<file path="config.mk">
export PLATFORM = sky130hd
export DESIGN_NAME = branch_predict_unit
export DESIGN_NICKNAME = d
export VERILOG_FILES = /design/src/rtl/branch_predict_unit.sv
export SDC_FILE = /design/constraint.sdc
export NUM_CORES = 1
export LEC_CHECK = 0
export CORE_MARGIN = 2
export CORE_UTILIZATION = 45
export CTS_CLUSTER_DIAMETER = 150
export CTS_CLUSTER_SIZE = 30
export DETAILED_ROUTE_END_ITERATION = 8
export PLACE_DENSITY = 0.79
export SLEW_MARGIN = 15
export SYNTH_ARGS = -nofsm -noshare
export SYNTH_HDL_FRONTEND = slang
export SYNTH_SLANG_ARGS = --single-unit
</file>
<file path="constraint.sdc">
create_clock -name clk -period 4 [get_ports clk]
set_input_delay 0.8 -clock clk [delete_from_list [all_inputs] [get_ports clk]]
set_output_delay 0.8 -clock clk [all_outputs]
set_load 0.01 [all_outputs]
</file>
<file path="src/rtl/branch_predict_unit.sv">
// ==========================================================================
// branch_predict_unit : 2-bit BHT predictor with branch resolve, flush and stats
// Revision 1.0
// ==========================================================================
`default_nettype none

module branch_predict_unit #(
  parameter int ENTRIES = 16,
  parameter int PC_W    = 32,
  parameter int CNT_W   = 32
) (
  input  logic             clk,
  input  logic             rst_n,
  input  logic             pred_en_i,
  input  logic [PC_W-1:0]  if_pc_i,
  output logic             pred_taken_o,
  input  logic             branch_i,
  input  logic [PC_W-1:0]  ex_pc_i,
  input  logic [2:0]       ex_func3_i,
  input  logic             zeroflag_i,
  input  logic             cf_i,
  input  logic             sf_i,
  input  logic             vf_i,
  input  logic             ex_pred_taken_i,
  input  logic [PC_W-1:0]  ex_target_i,
  input  logic [PC_W-1:0]  ex_pc_plus4_i,
  output logic             branch_taken_o,
  output logic             flush_o,
  output logic [PC_W-1:0]  redirect_pc_o,
  input  logic             stat_clr_i,
  output logic [CNT_W-1:0] br_count_o,
  output logic [CNT_W-1:0] mis_count_o
);

  localparam int IDX_W = $clog2(ENTRIES);

  localparam logic [2:0] BR_BEQ  = 3'b000;
  localparam logic [2:0] BR_BNE  = 3'b001;
  localparam logic [2:0] BR_BLT  = 3'b100;
  localparam logic [2:0] BR_BGE  = 3'b101;
  localparam logic [2:0] BR_BLTU = 3'b110;
  localparam logic [2:0] BR_BGEU = 3'b111;

  localparam logic [CNT_W-1:0] CNT_ONE = {{(CNT_W-1){1'b0}}, 1'b1};
  localparam logic [CNT_W-1:0] CNT_MAX = {CNT_W{1'b1}};

  logic [1:0]       bht_q [ENTRIES];
  logic [1:0]       bht_upd_d;
  logic             flush_q, flush_d;
  logic [PC_W-1:0]  redirect_q, redirect_d;
  logic [CNT_W-1:0] br_cnt_q, br_cnt_d;
  logic [CNT_W-1:0] mis_cnt_q, mis_cnt_d;

  logic             w_cond;
  logic             w_legal;
  logic             w_valid;
  logic             w_mispredict;
  logic [IDX_W-1:0] w_if_idx;
  logic [IDX_W-1:0] w_ex_idx;
  logic             w_unused_pc_bits;

  assign w_if_idx = if_pc_i[IDX_W+1:2];
  assign w_ex_idx = ex_pc_i[IDX_W+1:2];
  assign w_unused_pc_bits = ^{if_pc_i[PC_W-1:IDX_W+2], if_pc_i[1:0],
                              ex_pc_i[PC_W-1:IDX_W+2], ex_pc_i[1:0]};

  // cf is "no borrow", so unsigned less-than is ~cf
  always_comb begin
    w_cond  = 1'b0;
    w_legal = 1'b1;
    case (ex_func3_i)
      BR_BEQ:  w_cond = zeroflag_i;
      BR_BNE:  w_cond = ~zeroflag_i;
      BR_BLT:  w_cond = (sf_i != vf_i);
      BR_BGE:  w_cond = (sf_i == vf_i);
      BR_BLTU: w_cond = ~cf_i;
      BR_BGEU: w_cond = cf_i;
      default: w_legal = 1'b0;
    endcase
  end

  assign w_valid        = branch_i & w_legal;
  assign branch_taken_o = w_valid & w_cond;
  assign w_mispredict   = w_valid & (branch_taken_o != ex_pred_taken_i);

  // Lookup reads the registered table directly: no bypass of a same-cycle update
  assign pred_taken_o = pred_en_i & bht_q[w_if_idx][1];

  always_comb begin
    bht_upd_d = bht_q[w_ex_idx];
    if (branch_taken_o) begin
      if (bht_q[w_ex_idx] != 2'b11) bht_upd_d = bht_q[w_ex_idx] + 2'b01;
    end else begin
      if (bht_q[w_ex_idx] != 2'b00) bht_upd_d = bht_q[w_ex_idx] - 2'b01;
    end
  end

  always_ff @(posedge clk or negedge rst_n) begin
    if (!rst_n) begin
      for (int i = 0; i < ENTRIES; i++) bht_q[i] <= 2'b01;
    end else if (w_valid) begin
      bht_q[w_ex_idx] <= bht_upd_d;
    end
  end

  always_comb begin
    flush_d    = w_mispredict;
    redirect_d = redirect_q;
    if (w_mispredict) redirect_d = branch_taken_o ? ex_target_i : ex_pc_plus4_i;

    br_cnt_d  = br_cnt_q;
    mis_cnt_d = mis_cnt_q;
    if (stat_clr_i) begin
      br_cnt_d  = '0;
      mis_cnt_d = '0;
    end else begin
      if (w_valid && br_cnt_q != CNT_MAX)      br_cnt_d  = br_cnt_q + CNT_ONE;
      if (w_mispredict && mis_cnt_q != CNT_MAX) mis_cnt_d = mis_cnt_q + CNT_ONE;
    end
  end

  always_ff @(posedge clk or negedge rst_n) begin
    if (!rst_n) begin
      flush_q    <= 1'b0;
      redirect_q <= '0;
      br_cnt_q   <= '0;
      mis_cnt_q  <= '0;
    end else begin
      flush_q    <= flush_d;
      redirect_q <= redirect_d;
      br_cnt_q   <= br_cnt_d;
      mis_cnt_q  <= mis_cnt_d;
    end
  end

  assign flush_o       = flush_q;
  assign redirect_pc_o = redirect_q;
  assign br_count_o    = br_cnt_q;
  assign mis_count_o   = mis_cnt_q;

endmodule

`default_nettype wire

</file>
== Word level (Yosys, flattened, before mapping) ==
Cells that the tools add are included.
Widths: inputs -> output; s select.

* Register bits: 129
* Bits in latches: 0
* Memory bits (writable): 0
* Bits in read-only memories: 0
* Input port bits: 141
* Output and inout bits: 99
* Word-level logic and storage cells: 73
* Memories: 0

* $add $sub $neg: 4
* $mul: 0
* Divide/modulo/power cells: 0
* $lt $le $gt $ge: 3
* Equality and inequality tests: 11
* Shifts and indexed selects: 0
* Multiplexer cells: 19
* Bitwise operators: 8
* Reductions and logical operators: 8

{| class="wikitable"
|+ Operators by type and width
! cell !! number
|-
| $mux 32 || 5
|-
| $add 32x1->32 const B || 2
|-
| $ne 32x32->1 const B || 2
|-
| $bwmux 32 || 1
|-
| $bmux 2 s4 || 2
|-
| $mux 2 || 8
|-
| $eq 3x3->1 const B || 4
|-
| $ge 5x5->1 const B || 2
|-
| $not 4->5 || 2
|-
| $demux 2 s4 || 1
|-
| $pmux 1 s6 || 1
|-
| $reduce_bool 2->1 || 3
|-
| $reduce_or 6->1 || 1
|-
| $lt 5x1->1 const B || 1
|-
| $and 1x1->1 || 4
|-
| $eq 3x1->1 const B || 1
|-
| $logic_and 1x1->1 || 3
|-
| $logic_not 3->1 || 1
|-
| $add 2x1->2 const B || 1
|-
| $ne 1x1->1 || 2
|-
| $ne 2x2->1 const B || 1
|-
| $not 1->1 || 2
|-
| $sub 2x1->2 const B || 1
|-
| $eq 1x1->1 || 1
|-
| $mux 1 || 1
|}

== Depth between registers and ports, before layout ==
Gate-level depths: netlist (run 1).

* Depth in word-level cells: 10
* Mapped depth: 10
* Depth with buffers taken out: 7

== Worst setup path before layout (run 1) ==
OpenSTA, ideal clock, no wires.

* Path type: in2reg
* From: input port ex_pc_i[2]
* To: register bht_q[15] in the netlist's numbering
* Library setup time: 125 ps
* Arrival: 2747 ps
* Data required time: 3875 ps
* Setup slack: 1129 ps
* Stages on the path: 8
* Buffers on the path: 3
* Cell sequence: buf_2 > buf_2 > mux4_2 > nand3_1 > nand3_1 > maj3_1 > clkbuf_1 > mux2_2

* Longest elaborated chain between the ends: 8
* Elaborated cells between the ends (all ways): 17
* Those cells by class: 2 x add/sub; 2 x order compare; 1 x eq/ne; 9 x mux; 1 x bitwise; 2 x reduce/logical

{| class="wikitable"
|+ RTL lines
! item !! RTL line !! source
|-
| start, declared || 18 || <nowiki>input logic [PC_W-1:0] ex_pc_i,</nowiki>
|-
| $not 4->5 (implied by the code) (*) || - ||
|-
| $bmux 2 s4 || 90, 92, 94 ||
|-
| $mux 2 (implied by the code) (2 in a row) || 90, 92, 94 ||
|-
| $sub 2x1->2, or another cell as far along || 94 || <nowiki>if (bht_q[w_ex_idx] != 2'b00) bht_upd_d = bht_q[w_ex_idx] - 2'b01;</nowiki>
|-
| $mux 2 (on tied branches) || 94, 92 ||
|-
| $mux 2 || 91 || <nowiki>if (branch_taken_o) begin</nowiki>
|-
| $bwmux 32 (*) || 102 || <nowiki>bht_q[w_ex_idx] <= bht_upd_d;</nowiki>
|-
| end signal, assigned by index || 102 ||
|-
| end, declared || 47 || <nowiki>logic [1:0] bht_q [ENTRIES];</nowiki>
|}

Mark *: on every way between the ends. The rest lies on a longest branch, timed or not. The select of a mux whose other input is x is not followed.
A chain may end at the register's enable or synchronous reset.

== Final worst setup path (run 1) ==
* From: input port if_pc_i[2]
* To: output port pred_taken_o

* Longest elaborated chain between the ends: 5

{| class="wikitable"
|+ RTL lines
! item !! RTL line !! source
|-
| start, declared || 15 || <nowiki>input logic [PC_W-1:0] if_pc_i,</nowiki>
|-
| $not 4->5 (implied by the code) || 87 || <nowiki>assign pred_taken_o = pred_en_i & bht_q[w_if_idx][1];</nowiki>
|-
| $bmux 2 s4 || 87 ||
|-
| $mux 2 (implied by the code) (2 in a row) || 87 ||
|-
| $and 1x1->1 || 87 ||
|-
| end, declared || 16 || <nowiki>output logic pred_taken_o,</nowiki>
|}

No other way between the ends. The select of a mux whose other input is x is not followed.

==> results of run 1 <==
## sequential cells by signal, summed over array words and instances, names as in the netlist
register	count
mis_count_o	32
br_count_o	32
bht_q	32
redirect_pc_o	32
flush_o	1
## cell usage in the layout, fill, tap and decap left out, types with 3 or more instances in the layout
master and n:
a21oi_1 25, and2_1 6, and3_1 14, and4_1 9, buf_4 10, clkbuf_16 17, clkbuf_8 6, clkdlybuf4s50_1 181
dfrtp_1 113, dfstp_2 16, inv_1 7, mux2_2 36, mux2i_1 33, mux4_2 13, nand2_1 58, nand2b_1 6
nand3_1 32, nand4_1 26, nor2_1 60, nor2b_1 8, nor3_1 12, nor4_1 7, o21ai_0 55, o31ai_1 3
or3_1 22, or4_1 6, xnor2_1 7, xor2_1 23
## where the power goes
group          switching (W)  internal (W)  total, W
sequential         0.0000548       0.00143   0.00148
clock               0.000534       0.00100   0.00154
combinational       0.000262      0.000324  0.000586
## cells in the mapped netlist (2+ instances only)
master    instances  area [µm²]
ha_1              2        25.0
o21a_1            2        15.0
nor2b_1           8        50.1
nor4_1            7        43.8
buf_2            11        55.1
dfstp_2          16         420
and2_1            6        37.5
nand2_1          58         218
mux2_2           36         405
mux2i_1          33         330
mux4_2           13         293
xnor2_1           7        61.3
and4_1            9        78.8
o21ai_1           2        10.0
nor3_2            2        20.0
nor3_1           12        60.1
a22oi_1           2        15.0
clkbuf_1         25        93.8
nor2_1           60         225
nand3_1          32         160
nand2b_1          6        37.5
a21oi_1          26         130
or4_1             6        45.0
or3_1            22         138
o21ba_2           2        20.0
mux2_4            2        30.0
xor2_1           23         201
o21ai_0          55         275
and3_1           14        87.6
a31oi_1           2        12.5
dfrtp_1         113        2830
inv_1             7        26.3
o31ai_1           3        22.5
nand4_1          26         163
nand3b_1          2        15.0
## per-layer routing
layer	vias to the layer above	global-route usage, %	part of all wire (%)	wire [µm]
met4	0	7.05	1.3	223
met2	159	33.6	47	8050
met5	-	0	0	0
met1	2785	28.0	44	7540
li1	2784	-	-	-
met3	21	6.11	7.0	1190
## cells by family after synthesis
| family | count (synthesis) | share of synthesized area [%] |
|---|---|---|
| AO/OA/AOI/OAI | 102 | 8.37 |
| buffers and inverters | 46 | 3.00 |
| multiplexers | 84 | 15.5 |
| flip-flops | 129 | 47.5 |
| XOR/XNOR | 31 | 4.19 |
| adder cells (fa/ha/maj) | 3 | 0.513 |
| AND/OR/NAND/NOR | 274 | 20.9 |
## per-stage QoR
stage	setup slack, ns	utilization (%)	instance area, µm²	hold slack, ns
floorplan	1.13	-	6830	0.491
global placement	0.131	58.8	8850	0.462
detailed placement	0.147	58.8	8850	0.469
CTS	0.142	62.8	9430	0.428
global route	0.0313	62.8	9430	0.458
finish	0.159	62.8	9430	0.403
## area by class of cell
| class | count | area [µm²] |
|---|---|---|
| inverter | 8 | 30.0 |
| clock buffer | 24 | 512 |
| fill | 1224 | 5600 |
| multi-input combinational | 494 | 3400 |
| clock inverter | 5 | 76.3 |
| tap | 188 | 235 |
| timing repair buffer | 194 | 1930 |
| sequential | 129 | 3250 |
## path summary, 6_finish.rpt
check | endpoint | slack (ns)
worst min register to register | redirect_pc_o[26]$_DFFE_PN0P_ | 0.48
max in group asynchronous | br_count_o[15]$_DFFE_PN0P_ | 2.74
worst max-delay path | pred_taken_o | 0.16
min in group clk | redirect_pc_o[26]$_DFFE_PN0P_ | 0.48
worst max register to register | br_count_o[16]$_DFFE_PN0P_ | 1.48
worst min-delay path | bht_q[13]$_DFFE_PN0P_ | 0.40
## worst max-delay path: cells and delay by family
family	cells	cell delay (ns)
mux	2	1.00
simple gates	1	0.16
buf+inv	2	1.09
==> results.md, run 1 <==
- Final period util: 96.0%
- Power per cell area: between 300 and 400 mW/mm²
- Grt total ovfl: 0
- CP required: 3.20 ns
- Syn avg cell area: 10.2 µm²
- Setup TNS: 0 ns
- DRC viols: 0
- Number of flops mapped to enable cells by yosys: 0
- Worst Reg-to-Reg Cells: 6
- CTS root buf: clkbuf_16
- Top_reg_cell synth: dfrtp_1
- Die area: 0.0162 mm²
- Max Slew Vio Count: 0
- Netlist area before placement: slightly below 0.007 mm²
- Initial core utilization: 45.4%
- Hold WC Path Type: primary input to async pin
- Post-synthesis cell count: between 600 and 700
- Largest net degree at the start of global routing: 82
- Syn. warnings: 0
- Total track usage: between 20% and 30%
- Crit-path max FO: 4
- Sinks on Clock Net: roughly 130
- Finished Layout Cells: roughly 1.0k
- Clock Tree Buf Depth: 2
- RD Place Congestion: between 0.8 and 0.9
- Sequential-to-total area share from yosys stat: between 40% and 50%
- Global-route wire length before repair: 27.4 mm
- HPWL Detailed: roughly 12 mm
- Vias in the first global route: 5575
- Die Y: between 100 and 150 µm
- Clock Skew: roughly 0.0062 ns
- Worst slew margin: 36.3%
- Worst-Margin Slew: between 0.9 and 1 ns
- Distinct cell type count after synthesis: 52
- CP Capture Type: primary output
- Cts hold-fix bufs: 0
- Area grow syn2layout: 38.1%
- Pre-antenna DRT Iters: 5
- Final Critical Period: approximately 3.8 ns
- Num rows: 45
- Cts bufs inserted: 17
- Width of the chip: roughly 130 µm
- Share of cells above drive strength 1: around 14%
- Post-CTS Setup Inserts: 0
- CP startpoint: if_pc_i[2]
- Asr flop ratio synth: 100%
- Clock Latency Late Sink: 0.42 ns
- # setup viols final: 0
- Fmax: 0.260 GHz
- Max Cap Violations: 0
- Nets@finish: slightly below 1k
- Syn nets: approximately 810
- Slowest stage delay, CP: between 0.6 and 0.7 ns
- Clk slew on worst S/H paths: about 0.050 ns
- VDD IR max: a little under 300 µV
- Via density: 5.52
- DR WL/cell: 16.3 µm
- DRC violation total after the first TritonRoute iteration: around 370
- Ant. Diodes: 0
- Total power: around 0.0036 W
- # resized after CTS: 0
- Routed Antenna Nets: 0
- Initial antenna violation count: 0
- Unrepaired setup endpoints after global routing: false
- Status: complete, no violations
- Crit path kind: primary input to primary output
- Via count: around 5.7k
- Leakage: 3.77 nW
- Nature of the critical path startpoint: primary input
- Crit path DAT: about 3.0 ns
- Crit-path slowest cell: clkdlybuf4s50_1
- Critical path cell sequence: clkdlybuf4s50_1 > mux4_2 > mux4_2 > and2_1 > clkdlybuf4s50_1
- H-tree depth: 4
- Drt total wl: 17.0 mm
- Placed Cells: between 1k and 1.5k
- Final hold viol count: 0
- CORE AREA: roughly 0.015 mm²
- #FFs+latches synth: about 130
- Reg-to-reg startpoint: br_count_o[0]$_DFFE_PN0P_
- CTS tree: yes
- # IOs: 240
- Port Buffer Count: ~180
(Power assumes the default switching activity.)
==> run 2: changes to the inputs <==
GPL_TIMING_DRIVEN = 0   (was default)
TNS_END_PERCENT = 1   (was default)
==> results.md, run 2 (synthesis gave the netlist of run 1 again) <==
- Pre-antenna DRT Iters: 5 (unchanged)
- Crit-path max FO: 4 (unchanged)
- Pre-CTS setup slack: -0.229 ns (was 0.147 ns)
- Initial antenna violation count: 0 (unchanged)
- Area grow syn2layout: 40.3% (was 38.1%)
- Fmax: 0.255 GHz (was 0.260 GHz)
- Nets@finish: 1012 (was 987)
- Die area: 0.0162 mm² (unchanged)
- Routed Antenna Nets: 0 (unchanged)
- Max Cap Violations: 0 (unchanged)
- CP Capture Type: primary output (unchanged)
- CTS root buf: clkbuf_16 (unchanged)
- Final hold viol count: 0 (unchanged)
- Hold_ws: 0.311 ns (was 0.403 ns)
- HPWL Detailed: 13.4 mm (was 11.9 mm)
- Unrepaired setup endpoints after global routing: false (unchanged)
- CTS tree: yes (unchanged)
- Status: complete, no violations (unchanged)
- Hold WC Path Type: primary input to async pin (unchanged)
- Die Y: 127 µm (unchanged)
- Share of cells above drive strength 1: 14.1% (was 13.7%)
- Clock Skew: 0.0105 ns (was 0.00623 ns)
- Ant. Diodes: 0 (unchanged)
- Drt total wl: 18.7 mm (was 17.0 mm)
- DRC violation total after the first TritonRoute iteration: 439 (was 372)
- Max Slew Vio Count: 0 (unchanged)
- DR WL/cell: 17.5 µm (was 16.3 µm)
- Port Buffer Count: 180 (was 183)
- Crit path DAT: 3.12 ns (was 3.04 ns)
- CP required: 3.20 ns (about the same)
- H-tree depth: 4 (unchanged)
- Via count: 5975 (was 5749)
- Num rows: 45 (unchanged)
- Largest net degree at the start of global routing: 86 (was 82)
- Initial core utilization: 45.4% (unchanged)
- Nature of the critical path startpoint: primary input (unchanged)
- Commonest non-fill, non-tap cell in the layout: clkdlybuf4s50_1 (unchanged)
- Clock Tree Buf Depth: 2 (unchanged)
- Worst slew margin: 37.8% (was 36.3%)
- DRC viols: 0 (unchanged)
- PnR worst setup slack: 0.0815 ns (was 0.159 ns)
- VDD IR max: 309 µV (was 291 µV)
- Width of the chip: 127 µm (unchanged)
- Worst-Margin Slew: 0.918 ns (was 0.940 ns)
- Total track usage: 23.4% (was 21.1%)
- Vias in the first global route: 5836 (was 5575)
- RD Place Congestion: 0.907 (was 0.861)
- Final period util: 98.0% (was 96.0%)
- Grt total ovfl: 0 (unchanged)
- Final Critical Period: 3.92 ns (was 3.84 ns)
- Cts bufs inserted: 17 (unchanged)
- Global-route wire length before repair: 29.8 mm (was 27.4 mm)
- Leakage: 3.82 nW (was 3.77 nW)
- CORE AREA: 0.0150 mm² (unchanged)
- Sinks on Clock Net: 129 (unchanged)
- Crit path kind: primary input to primary output (unchanged)
- # IOs: 240 (unchanged)
- Clk slew on worst S/H paths: 0.05 ns (about the same)
- # setup viols final: 0 (unchanged)
- Power per cell area: 401 mW/mm² (was 382 mW/mm²)
- Most frequent cells in the layout: clkdlybuf4s50_1, dfrtp_1, nor2_1 (unchanged)
- Clock Latency Late Sink: 0.42 ns (about the same)
- Cts hold-fix bufs: 0 (unchanged)
- Via density: 5.58 (was 5.52)
==> run 2: final cells by class <==
class,count,area [µm²]
Fill cell,1194,5450
Multi-Input combinational cell,494,3380
Sequential cell,129,3250
Timing Repair Buffer,181,1830
Clock buffer,18,439
Clock inverter,14,236
Tap cell,188,235
Buffer,38,181
Inverter,8,30.0
==> run 2: critical path, cell delays in order <==
cell and delay, ns:
clkdlybuf4s50_1 0.65, mux4_2 0.57, mux4_2 0.46, and2_1 0.16, clkdlybuf4s50_1 0.47
==> run 2: per-stage QoR <==
step	instances	total power [W]	utilization, %	TNS [ns]	area (µm²)
2_1_floorplan	669	0.00174	-	0	6830
3_3_place_gp	1037	0.00209	59.0	-361.50	8870
3_5_place_dp	1038	0.00211	59.2	-0.229	8900
4_1_cts	1070	0.00388	63.7	0	9580
5_1_grt	1070	0.00400	63.8	0	9590
6_report	1070	0.00384	63.8	0	9590
==> run 2: path summary, 6_finish.rpt <==
path / start / endpoint / slack (ns) / depth (start not counted)
worst max-delay path: if_pc_i[2] / pred_taken_o / 0.08 / 5
worst min-delay path: rst_n / bht_q[25]$_DFFE_PN0P_ / 0.31 / 1
worst max register to register: br_count_o[0]$_DFFE_PN0P_ / br_count_o[13]$_DFFE_PN0P_ / 1.24 / 8
worst min register to register: redirect_pc_o[10]$_DFFE_PN0P_ / redirect_pc_o[10]$_DFFE_PN0P_ / 0.48 / 2
max in group asynchronous: rst_n / redirect_pc_o[25]$_DFFE_PN0P_ / 2.93 / 2
min in group clk: redirect_pc_o[10]$_DFFE_PN0P_ / redirect_pc_o[10]$_DFFE_PN0P_ / 0.48 / 2
==> run 2: what timing repair did <==
action                                  CTS  global route
resized for setup                         2             2
endpoints found under the setup margin    1             1
buffers inserted                          0             0
==> run 2: report_power, final <==
| part | internal (W) | switching (W) |
|---|---|---|
| clock | 0.00118 | 0.000577 |
| sequential | 0.00143 | 0.0000579 |
| combinational | 0.000323 | 0.000275 |
| total | 0.00293 | 0.000910 |
==> run 2: routing by layer <==
layer | global-route usage (%) | share of wire [%] | up-vias | routed length, µm
met5 | 0 | 0 | - | 0
met4 | 8.14 | 1.6 | 0 | 305
met3 | 6.37 | 7.5 | 28 | 1410
met2 | 38.1 | 49 | 209 | 9090
met1 | 30.4 | 42 | 2910 | 7880
li1 | - | - | 2828 | -
==> run 3: changes to the inputs <==
CTS_CLUSTER_DIAMETER = 100   (was 150)
==> results of run 3 <==
Same layout as run 2: the final DEF is identical, and so are final timing and power.
